===== config.mk =====
export PLATFORM = sky130hd
export DESIGN_NAME = multi_cycle_cpu
export DESIGN_NICKNAME = d
export VERILOG_FILES = /design/src/rtl/multi_cycle_cpu_pkg.sv /design/src/rtl/mcc_regfile.sv /design/src/rtl/multi_cycle_cpu.sv
export SDC_FILE = /design/constraint.sdc
export NUM_CORES = 2
export LEC_CHECK = 0
export ABC_AREA = 1
export CORE_AREA = 3 3 433 328
export CTS_BUF_LIST = sky130_fd_sc_hd__clkbuf_8
export CTS_CLUSTER_DIAMETER = 150
export DETAILED_ROUTE_END_ITERATION = 16
export DIE_AREA = 0 0 436 331
export PLACE_DENSITY = 0.66
export RECOVER_POWER = 50
export SETUP_SLACK_MARGIN = 0.1
export SYNTH_ARGS = -nofsm -noshare
export SYNTH_HDL_FRONTEND = slang
export SYNTH_SLANG_ARGS = --single-unit

===== constraint.sdc =====
create_clock -name clk -period 5.06 [get_ports clk]
set_clock_uncertainty 0.05 [all_clocks]
set_input_delay 1.012 -clock clk [delete_from_list [all_inputs] [get_ports clk]]
set_output_delay 1.012 -clock clk [all_outputs]
set_load 0.05 [all_outputs]

===== src/rtl/multi_cycle_cpu_pkg.sv =====
// Shared definitions for the multi-cycle CPU: opcodes, FSM states, ALU operations and
// instruction field positions.
package multi_cycle_cpu_pkg;

  localparam logic [5:0] OpAdd  = 6'b000000;
  localparam logic [5:0] OpAddi = 6'b000001;
  localparam logic [5:0] OpSub  = 6'b000010;
  localparam logic [5:0] OpOri  = 6'b010000;
  localparam logic [5:0] OpAnd  = 6'b010001;
  localparam logic [5:0] OpOr   = 6'b010010;
  localparam logic [5:0] OpSw   = 6'b100110;
  localparam logic [5:0] OpLw   = 6'b100111;
  localparam logic [5:0] OpBeq  = 6'b110000;
  localparam logic [5:0] OpJ    = 6'b111000;
  localparam logic [5:0] OpHalt = 6'b111111;

  typedef enum logic [2:0] {StFetch, StDecode, StExec, StMem, StWb, StHalt} state_e;

  typedef enum logic [1:0] {AluAdd, AluSub, AluAnd, AluOr} alu_op_e;

  localparam int unsigned OpMsb  = 31;
  localparam int unsigned OpLsb  = 26;
  localparam int unsigned RsMsb  = 25;
  localparam int unsigned RsLsb  = 21;
  localparam int unsigned RtMsb  = 20;
  localparam int unsigned RtLsb  = 16;
  localparam int unsigned RdMsb  = 15;
  localparam int unsigned RdLsb  = 11;
  localparam int unsigned ImmMsb = 15;
  localparam int unsigned ImmLsb = 0;
  localparam int unsigned TgtMsb = 25;
  localparam int unsigned TgtLsb = 0;

  function automatic logic is_known_op(input logic [5:0] op);
    case (op)
      OpAdd, OpAddi, OpSub, OpOri, OpAnd, OpOr, OpSw, OpLw, OpBeq, OpJ, OpHalt: return 1'b1;
      default: return 1'b0;
    endcase
  endfunction

endpackage


===== src/rtl/mcc_regfile.sv =====
// 32x32 register file: two asynchronous read ports, one synchronous write port,
// cleared by the asynchronous active-low reset.
module mcc_regfile #(
  parameter bit ZERO_REG_HARDWIRED = 1'b1
) (
  input  logic        clk,
  input  logic        reset,
  input  logic [4:0]  i_raddr_a,
  output logic [31:0] o_rdata_a,
  input  logic [4:0]  i_raddr_b,
  output logic [31:0] o_rdata_b,
  input  logic        i_we,
  input  logic [4:0]  i_waddr,
  input  logic [31:0] i_wdata
);

  logic [31:0] r_regs [32];

  always_ff @(posedge clk or negedge reset) begin
    if (!reset) begin
      for (int i = 0; i < 32; i++) r_regs[i] <= '0;
    end else if (i_we && !(ZERO_REG_HARDWIRED && i_waddr == 5'd0)) begin
      r_regs[i_waddr] <= i_wdata;
    end
  end

  assign o_rdata_a = (ZERO_REG_HARDWIRED && i_raddr_a == 5'd0) ? 32'h0 : r_regs[i_raddr_a];
  assign o_rdata_b = (ZERO_REG_HARDWIRED && i_raddr_b == 5'd0) ? 32'h0 : r_regs[i_raddr_b];

endmodule


===== src/rtl/multi_cycle_cpu.sv =====
// Multi-cycle MIPS-style core: FETCH/DECODE/EXEC/MEM/WB state machine sharing one
// req/ack memory port for instruction fetch and data access.
module multi_cycle_cpu #(
  parameter int unsigned ADDR_W             = 32,
  parameter logic [31:0] RESET_PC           = 32'h0,
  parameter bit          ZERO_REG_HARDWIRED = 1'b1
) (
  input  logic              clk,
  input  logic              reset,
  output logic              mem_req,
  output logic              mem_we,
  output logic [ADDR_W-1:0] mem_addr,
  output logic [31:0]       mem_wdata,
  input  logic [31:0]       mem_rdata,
  input  logic              mem_ack,
  output logic [ADDR_W-1:0] pc_out,
  output logic              retire,
  output logic              halted,
  output logic              illegal
);
  import multi_cycle_cpu_pkg::*;

  state_e            r_state, w_state_next;
  logic [ADDR_W-1:0] r_pc;
  logic [31:0]       r_ir, r_a, r_b, r_imm, r_aluout, r_mdr;
  logic              r_retire, r_illegal;
  logic              w_retire_next, w_illegal_set, w_rf_we, w_is_rtype;
  logic [5:0]        w_op;
  logic [4:0]        w_rs, w_rt, w_rd, w_rf_waddr;
  logic [15:0]       w_imm16;
  logic [25:0]       w_target;
  logic [31:0]       w_imm_ext, w_rs_data, w_rt_data, w_alu_b, w_alu_res, w_rf_wdata;
  logic [ADDR_W-1:0] w_pc_plus4, w_jump_pc, w_branch_pc;
  alu_op_e           w_alu_op;

  assign w_op     = r_ir[OpMsb:OpLsb];
  assign w_rs     = r_ir[RsMsb:RsLsb];
  assign w_rt     = r_ir[RtMsb:RtLsb];
  assign w_rd     = r_ir[RdMsb:RdLsb];
  assign w_imm16  = r_ir[ImmMsb:ImmLsb];
  assign w_target = r_ir[TgtMsb:TgtLsb];

  assign w_is_rtype = (w_op == OpAdd) || (w_op == OpSub) || (w_op == OpAnd) || (w_op == OpOr);
  assign w_imm_ext  = (w_op == OpOri) ? {16'h0, w_imm16} : {{16{w_imm16[15]}}, w_imm16};
  assign w_alu_b    = w_is_rtype ? r_b : r_imm;

  always_comb begin
    w_alu_op = AluAdd;
    case (w_op)
      OpSub:        w_alu_op = AluSub;
      OpAnd:        w_alu_op = AluAnd;
      OpOr, OpOri:  w_alu_op = AluOr;
      default:      w_alu_op = AluAdd;
    endcase
  end

  always_comb begin
    w_alu_res = '0;
    unique case (w_alu_op)
      AluAdd:  w_alu_res = r_a + w_alu_b;
      AluSub:  w_alu_res = r_a - w_alu_b;
      AluAnd:  w_alu_res = r_a & w_alu_b;
      AluOr:   w_alu_res = r_a | w_alu_b;
      default: w_alu_res = '0;
    endcase
  end

  // Jump keeps the PC's top region bits above bit 27; works down to ADDR_W = 28.
  assign w_pc_plus4  = r_pc + ADDR_W'(32'd4);
  assign w_jump_pc   = (r_pc & ~ADDR_W'(32'h0FFF_FFFF)) | ADDR_W'({w_target, 2'b00});
  assign w_branch_pc = r_pc + ADDR_W'(r_imm << 2);

  assign w_rf_waddr = w_is_rtype ? w_rd : w_rt;
  assign w_rf_wdata = (w_op == OpLw) ? r_mdr : r_aluout;

  mcc_regfile #(
    .ZERO_REG_HARDWIRED(ZERO_REG_HARDWIRED)
  ) u_regfile (
    .clk      (clk),
    .reset    (reset),
    .i_raddr_a(w_rs),
    .o_rdata_a(w_rs_data),
    .i_raddr_b(w_rt),
    .o_rdata_b(w_rt_data),
    .i_we     (w_rf_we),
    .i_waddr  (w_rf_waddr),
    .i_wdata  (w_rf_wdata)
  );

  always_ff @(posedge clk or negedge reset) begin
    if (!reset) r_state <= StFetch;
    else        r_state <= w_state_next;
  end

  always_comb begin
    w_state_next  = r_state;
    w_retire_next = 1'b0;
    w_illegal_set = 1'b0;
    w_rf_we       = 1'b0;
    unique case (r_state)
      StFetch: if (mem_ack) w_state_next = StDecode;
      StDecode: begin
        if (w_op == OpJ) begin
          w_state_next  = StFetch;
          w_retire_next = 1'b1;
        end else if (w_op == OpHalt) begin
          w_state_next  = StHalt;
          w_retire_next = 1'b1;
        end else if (!is_known_op(w_op)) begin
          w_state_next  = StHalt;
          w_illegal_set = 1'b1;
        end else begin
          w_state_next  = StExec;
        end
      end
      StExec: begin
        if (w_op == OpBeq) begin
          w_state_next  = StFetch;
          w_retire_next = 1'b1;
        end else if (w_op == OpLw || w_op == OpSw) begin
          w_state_next  = StMem;
        end else begin
          w_state_next  = StWb;
        end
      end
      StMem: begin
        if (mem_ack) begin
          w_state_next  = (w_op == OpSw) ? StFetch : StWb;
          w_retire_next = (w_op == OpSw);
        end
      end
      StWb: begin
        w_state_next  = StFetch;
        w_retire_next = 1'b1;
        w_rf_we       = 1'b1;
      end
      StHalt:  w_state_next = StHalt;
      default: w_state_next = StFetch;
    endcase
  end

  always_ff @(posedge clk or negedge reset) begin
    if (!reset) begin
      r_pc      <= RESET_PC[ADDR_W-1:0];
      r_ir      <= '0;
      r_a       <= '0;
      r_b       <= '0;
      r_imm     <= '0;
      r_aluout  <= '0;
      r_mdr     <= '0;
      r_retire  <= 1'b0;
      r_illegal <= 1'b0;
    end else begin
      // Registered so retire never depends combinationally on mem_ack.
      r_retire <= w_retire_next;
      if (w_illegal_set) r_illegal <= 1'b1;
      case (r_state)
        StFetch: begin
          if (mem_ack) begin
            r_ir <= mem_rdata;
            r_pc <= w_pc_plus4;
          end
        end
        StDecode: begin
          r_a   <= w_rs_data;
          r_b   <= w_rt_data;
          r_imm <= w_imm_ext;
          if (w_op == OpJ) r_pc <= w_jump_pc;
        end
        StExec: begin
          r_aluout <= w_alu_res;
          if (w_op == OpBeq && r_a == r_b) r_pc <= w_branch_pc;
        end
        StMem: if (mem_ack && w_op != OpSw) r_mdr <= mem_rdata;
        default: ;
      endcase
    end
  end

  // Reset gates the bus so an abandoned handshake drops at once.
  always_comb begin
    mem_req   = 1'b0;
    mem_we    = 1'b0;
    mem_addr  = '0;
    mem_wdata = '0;
    if (reset) begin
      if (r_state == StFetch) begin
        mem_req  = 1'b1;
        mem_addr = r_pc;
      end else if (r_state == StMem) begin
        mem_req   = 1'b1;
        mem_we    = (w_op == OpSw);
        mem_addr  = r_aluout[ADDR_W-1:0];
        mem_wdata = r_b;
      end
    end
  end

  assign pc_out  = r_pc;
  assign retire  = r_retire;
  assign halted  = (r_state == StHalt);
  assign illegal = r_illegal;

endmodule

[Word-level counts from Yosys, hierarchy flattened]
Cells that the tools add are included.
W data, S select, Z words.
Storage, ports and cells
  register bits: 1253
  output and inout port bits: 101
  input port bits: 35
  memories: 0
  bits in writable memories: 0
  latch bits: 0
  ROM bits: 0
Cells by class
  shift operators: 0
  equality and inequality tests: 24
  order comparisons: 4
  multiplexer cells: 56
  multiply operators: 0
  div/mod/pow operators: 0
  bitwise operators: 6
  reduce and logical (&&, ||, !) cells: 22
  add/sub/neg operators: 4
Operators by type and width (count)
  $bwmux W1024: 1
  $mux W32: 19
  $bmux W32 S5: 2
  $demux W32 S5: 1
  $pmux W32 S4: 1
  $pmux W32 S3: 1
  $add A32 B32 Y32: 2
  $add A32 B3 Y32 const B: 1
  $and A32 B32 Y32: 1
  $eq A32 B32 Y1: 1
  $or A32 B28 Y32: 1
  $or A32 B32 Y32: 1
  $sub A32 B32 Y32: 1
  $eq A6 B6 Y1 const B: 5
  $mux W3: 8
  $mux W1: 19
  $eq A6 B5 Y1 const B: 3
  $ge A6 B6 Y1 const B: 3
  $not A5 Y6: 3
  $logic_not A5 Y1: 3
  $pmux W3 S5: 1
  $reduce_or A11 Y1: 1
  $ne A2 B2 Y1 const B: 4
  $eq A3 B2 Y1 const B: 2
  21 further kinds: 31

[Depth between registers and ports, before layout]
  depth after elaboration: 11
  depth in mapped cells: 32
  gate-level depth less buffers: 30

[Cells and area by module]
Synthesis repeated with hierarchy kept, for this count alone.
Unflattened totals
  cells, all modules: 10433
  area, all modules: 71377.2 µm²
Modules (own cells, without submodules)
  mcc_regfile: area an instance 56616.8 µm², instances 1, cells an instance 8308
  multi_cycle_cpu: area an instance 14760.4 µm², instances 1, cells an instance 2125

[Worst setup path after synthesis]
No wires, ideal clock.
  kind: input to output
  from: input port reset
  to: output port mem_addr[22]
  path slack: 0.998 ns
  arrival: 3.000 ns
  data required time: 3.998 ns
  cell stages on the path: 7
  cell sequence: inv_1 nor2_1 nor2_1 inv_1 clkbuf_1 o21ai_0 a21oi_1
On the way
  word-level cells in the longest chain between the ends: 1
RTL lines
  from (decl): RTL line multi_cycle_cpu.sv:9  | input logic reset,
  $mux W32: RTL line multi_cycle_cpu.sv:186  | if (reset) begin
  to (decl): RTL line multi_cycle_cpu.sv:12  | output logic [ADDR_W-1:0] mem_addr,
Every way passes these cells.

[Final worst setup path]
  from: input port reset
  to: output port mem_addr[19]
Same word-level chain as after synthesis.

==> impl_results.md <==
- Run status: finished, violations left
- Failing checks: capacitance limit, slew limit
- Power consumption: 54800 uW
- Int Power: 26600 uW
- R2r setup slk: approximately 0.45 ns
- Dpl cells: 10800
- Cell area after synthesis: 68900 sq um
- Clock share of power: 0.169
- Worst R2R Path Depth: 24
- Die span in y: 331 um
- Synth top cells by count: 2269 x nand2_1, 2157 x o21ai_0, 1236 x dfrtp_1
- Final wirelength: 282000 um
- Clock sink count: 1236
- Share of power burned in registers: 0.296
- Crit path largest cell delay: 0.60 ns
- Unique cell type count in the Yosys netlist: 57
- CTS tree: done
- Synth Instances: 9433
- # nets final: about 9300
- Post-layout min period: 4.68 ns
- RSZ-0062 raised after global routing: no
- Worst hold endpoint: u_regfile.r_regs[999]$_DFFE_PN0P_
- P&R area growth vs syn: 11.3%
- Worst Path Buf+Inv: 5
- Routability Congestion: 0.968
- Post-synthesis register bit count: 1236
- GRT Overall Usage: 0.383
- Hold Crit Depth: 0
- Most frequent cell after synthesis: nand2_1
- DRC viols: 0
- Hold Crit Class: flop to flop
- Die width: 436 um
- Clock buffer depth: 3
- Worst hold start: u_regfile.r_regs[999]$_DFFE_PN0P_
- Post-DR vias/cell: 6.18
- ANT nets after route: 0
- Finished Layout Cells: 11200
- NetSw: 28200 uW
- Total grt overflow: 0
- Maximum vdd drop: 0.537 mV
- DIE AREA: roughly 140000 sq um
- Gate power share: 0.535
- Placed wire-length estimate: 169000 um
- Pre-CTS WS: 0.433 ns
- DRT iter0 DRCs: 10600
- Ys flop type: dfrtp_1
- Root Driver: clkbuf_8
- Crit path max-delay cell type: dlygate4sd3_1
- Critical Path Fanout Max: 38
- Top cell type's share of synthesized area: 0.449
- Ys async rst share: 1.00
- Setup ws final: ~0.38 ns
- Required time worst endpoint: roughly 4.0 ns
- Setup tns final: 0 ns
- Actual slew at the worst max-slew pin: 3.11 ns
- Pre-antenna DRT Iters: 9
- Crit path top cell by count: inv_1
- Setup crit start kind: input port
- Core area: 138000 sq um
- H-tree depth: 4
- Fmax: 0.214 GHz
- Critical Path Sink Type: output pin
- Sw frac: 0.515
- Pleak: 0.0340 uW
- Worst reg2reg startpoint: r_ir[26]$_DFFE_PN0P_
- Total CTS buffers: around 200
- Clock slew at reported path FFs: 0.05 ns
- I/O pin cnt: 136
- Avg Inst Size Synth: roughly 7.3 sq um
- Period Utilization, post-route: 0.925
- Layout cells sized above 1: 0.0721
- Worst-skew pair later-pin latency: 0.98 ns
- First-pass GRT wire length: 417000 um
- Yosys top cell by area: dfrtp_1
- Drt wl/cell: around 25 um
- Fin. Hold Viols: 0
- Worst flop-to-flop path endpoint: r_aluout[17]$_DFFE_PN0N_
- Routed vias: 69300
- Crit-path cells: dlygate4sd3_1 > buf_16 > inv_1 > nor2_1 > nor2_2 > inv_1 > o21ai_0 > a21oi_1 > buf_12
- Rel. slew slack: -1.08
- Top cells by area, synth: dfrtp_1 45%, o21ai_0 16%, nand2_1 12%
- Seq/Total Area, Yosys: 0.449
- Max-slew violation count: 770
- Port Buffers: 133
- Largest net degree at the start of global routing: 190
- EDFF count, synth: 0
- Rows: 118
- Delay-heaviest family, CP: buffers and inverters
- Crit Path Category: input port to output pin
- Max-Cap Viols: 8
- Setup violators final: 0
- Syn. warnings: 0
- Power Dens Cells: between 700 and 800 nW/um^2
- Initial antenna violation count: 9
- Vias in the first global route: 63200
- Critical path arrival: about 3.6 ns
- Starting density of the core: 0.500
[cell type report]
class	count	area, sq um
fillers	13100	61200
multi-input cells	6761	32900
diodes	3	7.51
clock buffers	258	3550
flip-flops and latches	1236	31000
repair buffers	328	3900
clock inverters	109	642
inverters	657	2480
well taps	1860	2330
[worst register-to-register path: cells and delay by family (launching register included)]
kind            cells  cell delay [ns]
xor+xnor            2             0.33
compound gates      7             1.48
fa+ha+maj           1             0.32
buf+inv             2             0.25
flops               1             0.45
simple gates       12             1.64
[layout by cell type (no fill, tap or decap), types with 62 or more instances in the layout]
cell             Yosys  final
nor2_1             536    530
a221oi_1            64     64
a21oi_1            570    569
o21ai_1            323    302
nand3_1            187    187
o22ai_1             69     69
clkdlybuf4s50_1      0     66
ha_1                62     62
o21ai_0           2157   2155
inv_1              634    705
clkbuf_8             0    258
nand2_1           2269   2246
nand4_1             80     80
buf_4                2    149
o211ai_1           138    138
buf_12               0    101
dfrtp_1           1236   1226
[metrics by stage]
step                      cell area, sq um  hold slack (ns)  utilization
after floorplan                      68900            0.379            -
after global placement               72600            0.315        0.526
after detailed placement             72600            0.316        0.526
after CTS                            76800            0.329        0.557
after global routing                 76700            0.337        0.556
final                                76700            0.326        0.556
[kinds of logic (layout without fill, tap and decap cells)]
kind of cell	after synthesis	in the layout	share of synthesized area
AO/OA/AOI/OAI	3493	3493	0.271
buffers and inverters	1437	1352	0.0794
flip-flops	1236	1236	0.449
AND/OR/NAND/NOR	3135	3135	0.180
other	1	5	0.0000544
adder cells (fa/ha/maj)	64	64	0.0118
XOR/XNOR	67	67	0.00851
[how the worst max path moves through the flow]
stage | endpoint | from | slack (ns) | cells past startpoint
2_1_floorplan | mem_addr[22] | reset | 1.0 | 7
3_3_place_gp | r_aluout[27]$_DFFE_PN0N_ | r_ir[31]$_DFFE_PN0P_ | 0.44 | 25
3_5_place_dp | r_aluout[27]$_DFFE_PN0N_ | r_ir[31]$_DFFE_PN0P_ | 0.43 | 25
4_1_cts | mem_addr[19] | r_state[2]$_DFFE_PN0P_ | 0.10 | 9
5_1_grt | r_aluout[26]$_DFFE_PN0N_ | r_ir[26]$_DFFE_PN0P_ | 0.11 | 28
6_report | mem_addr[19] | reset | 0.38 | 9
[sequential cells by signal, indices dropped and copies added, names as in the netlist, 3 cells and up]
signal,flops
r_a,32
r_state,3
r_ir,32
pc_out,30
u_regfile.r_regs,1024
r_mdr,32
r_aluout,32
r_b,32
r_imm,17
[repair_timing]
item	CTS	global route
hold buffers	1	0
setup buffers	0	1
setup endpoints to repair	0	29
hold endpoints to repair	34	0
resized for setup	0	5
[power groups by stage]
| stage | clock (uW) | sequential (uW) | combinational [uW] |
|---|---|---|---|
| after floorplan | 0 | 15200 | 18300 |
| after global placement | 0 | 16100 | 28200 |
| after detailed placement | 0 | 16200 | 28500 |
| after CTS | 9320 | 16100 | 28600 |
| after global routing | 9770 | 16500 | 31900 |
| final | 9250 | 16200 | 29300 |
[metal layers]
layer / wire length (um) / vias to the layer above / track usage
li1: - / 31300 / -
met1: 120000 / 32900 / 0.555
met2: 114000 / 4323 / 0.540
met3: 31600 / 784 / 0.0840
met4: 15300 / 8 / 0.189
met5: 61 / - / 0
No activity file was read; power rests on OpenSTA's default activity.
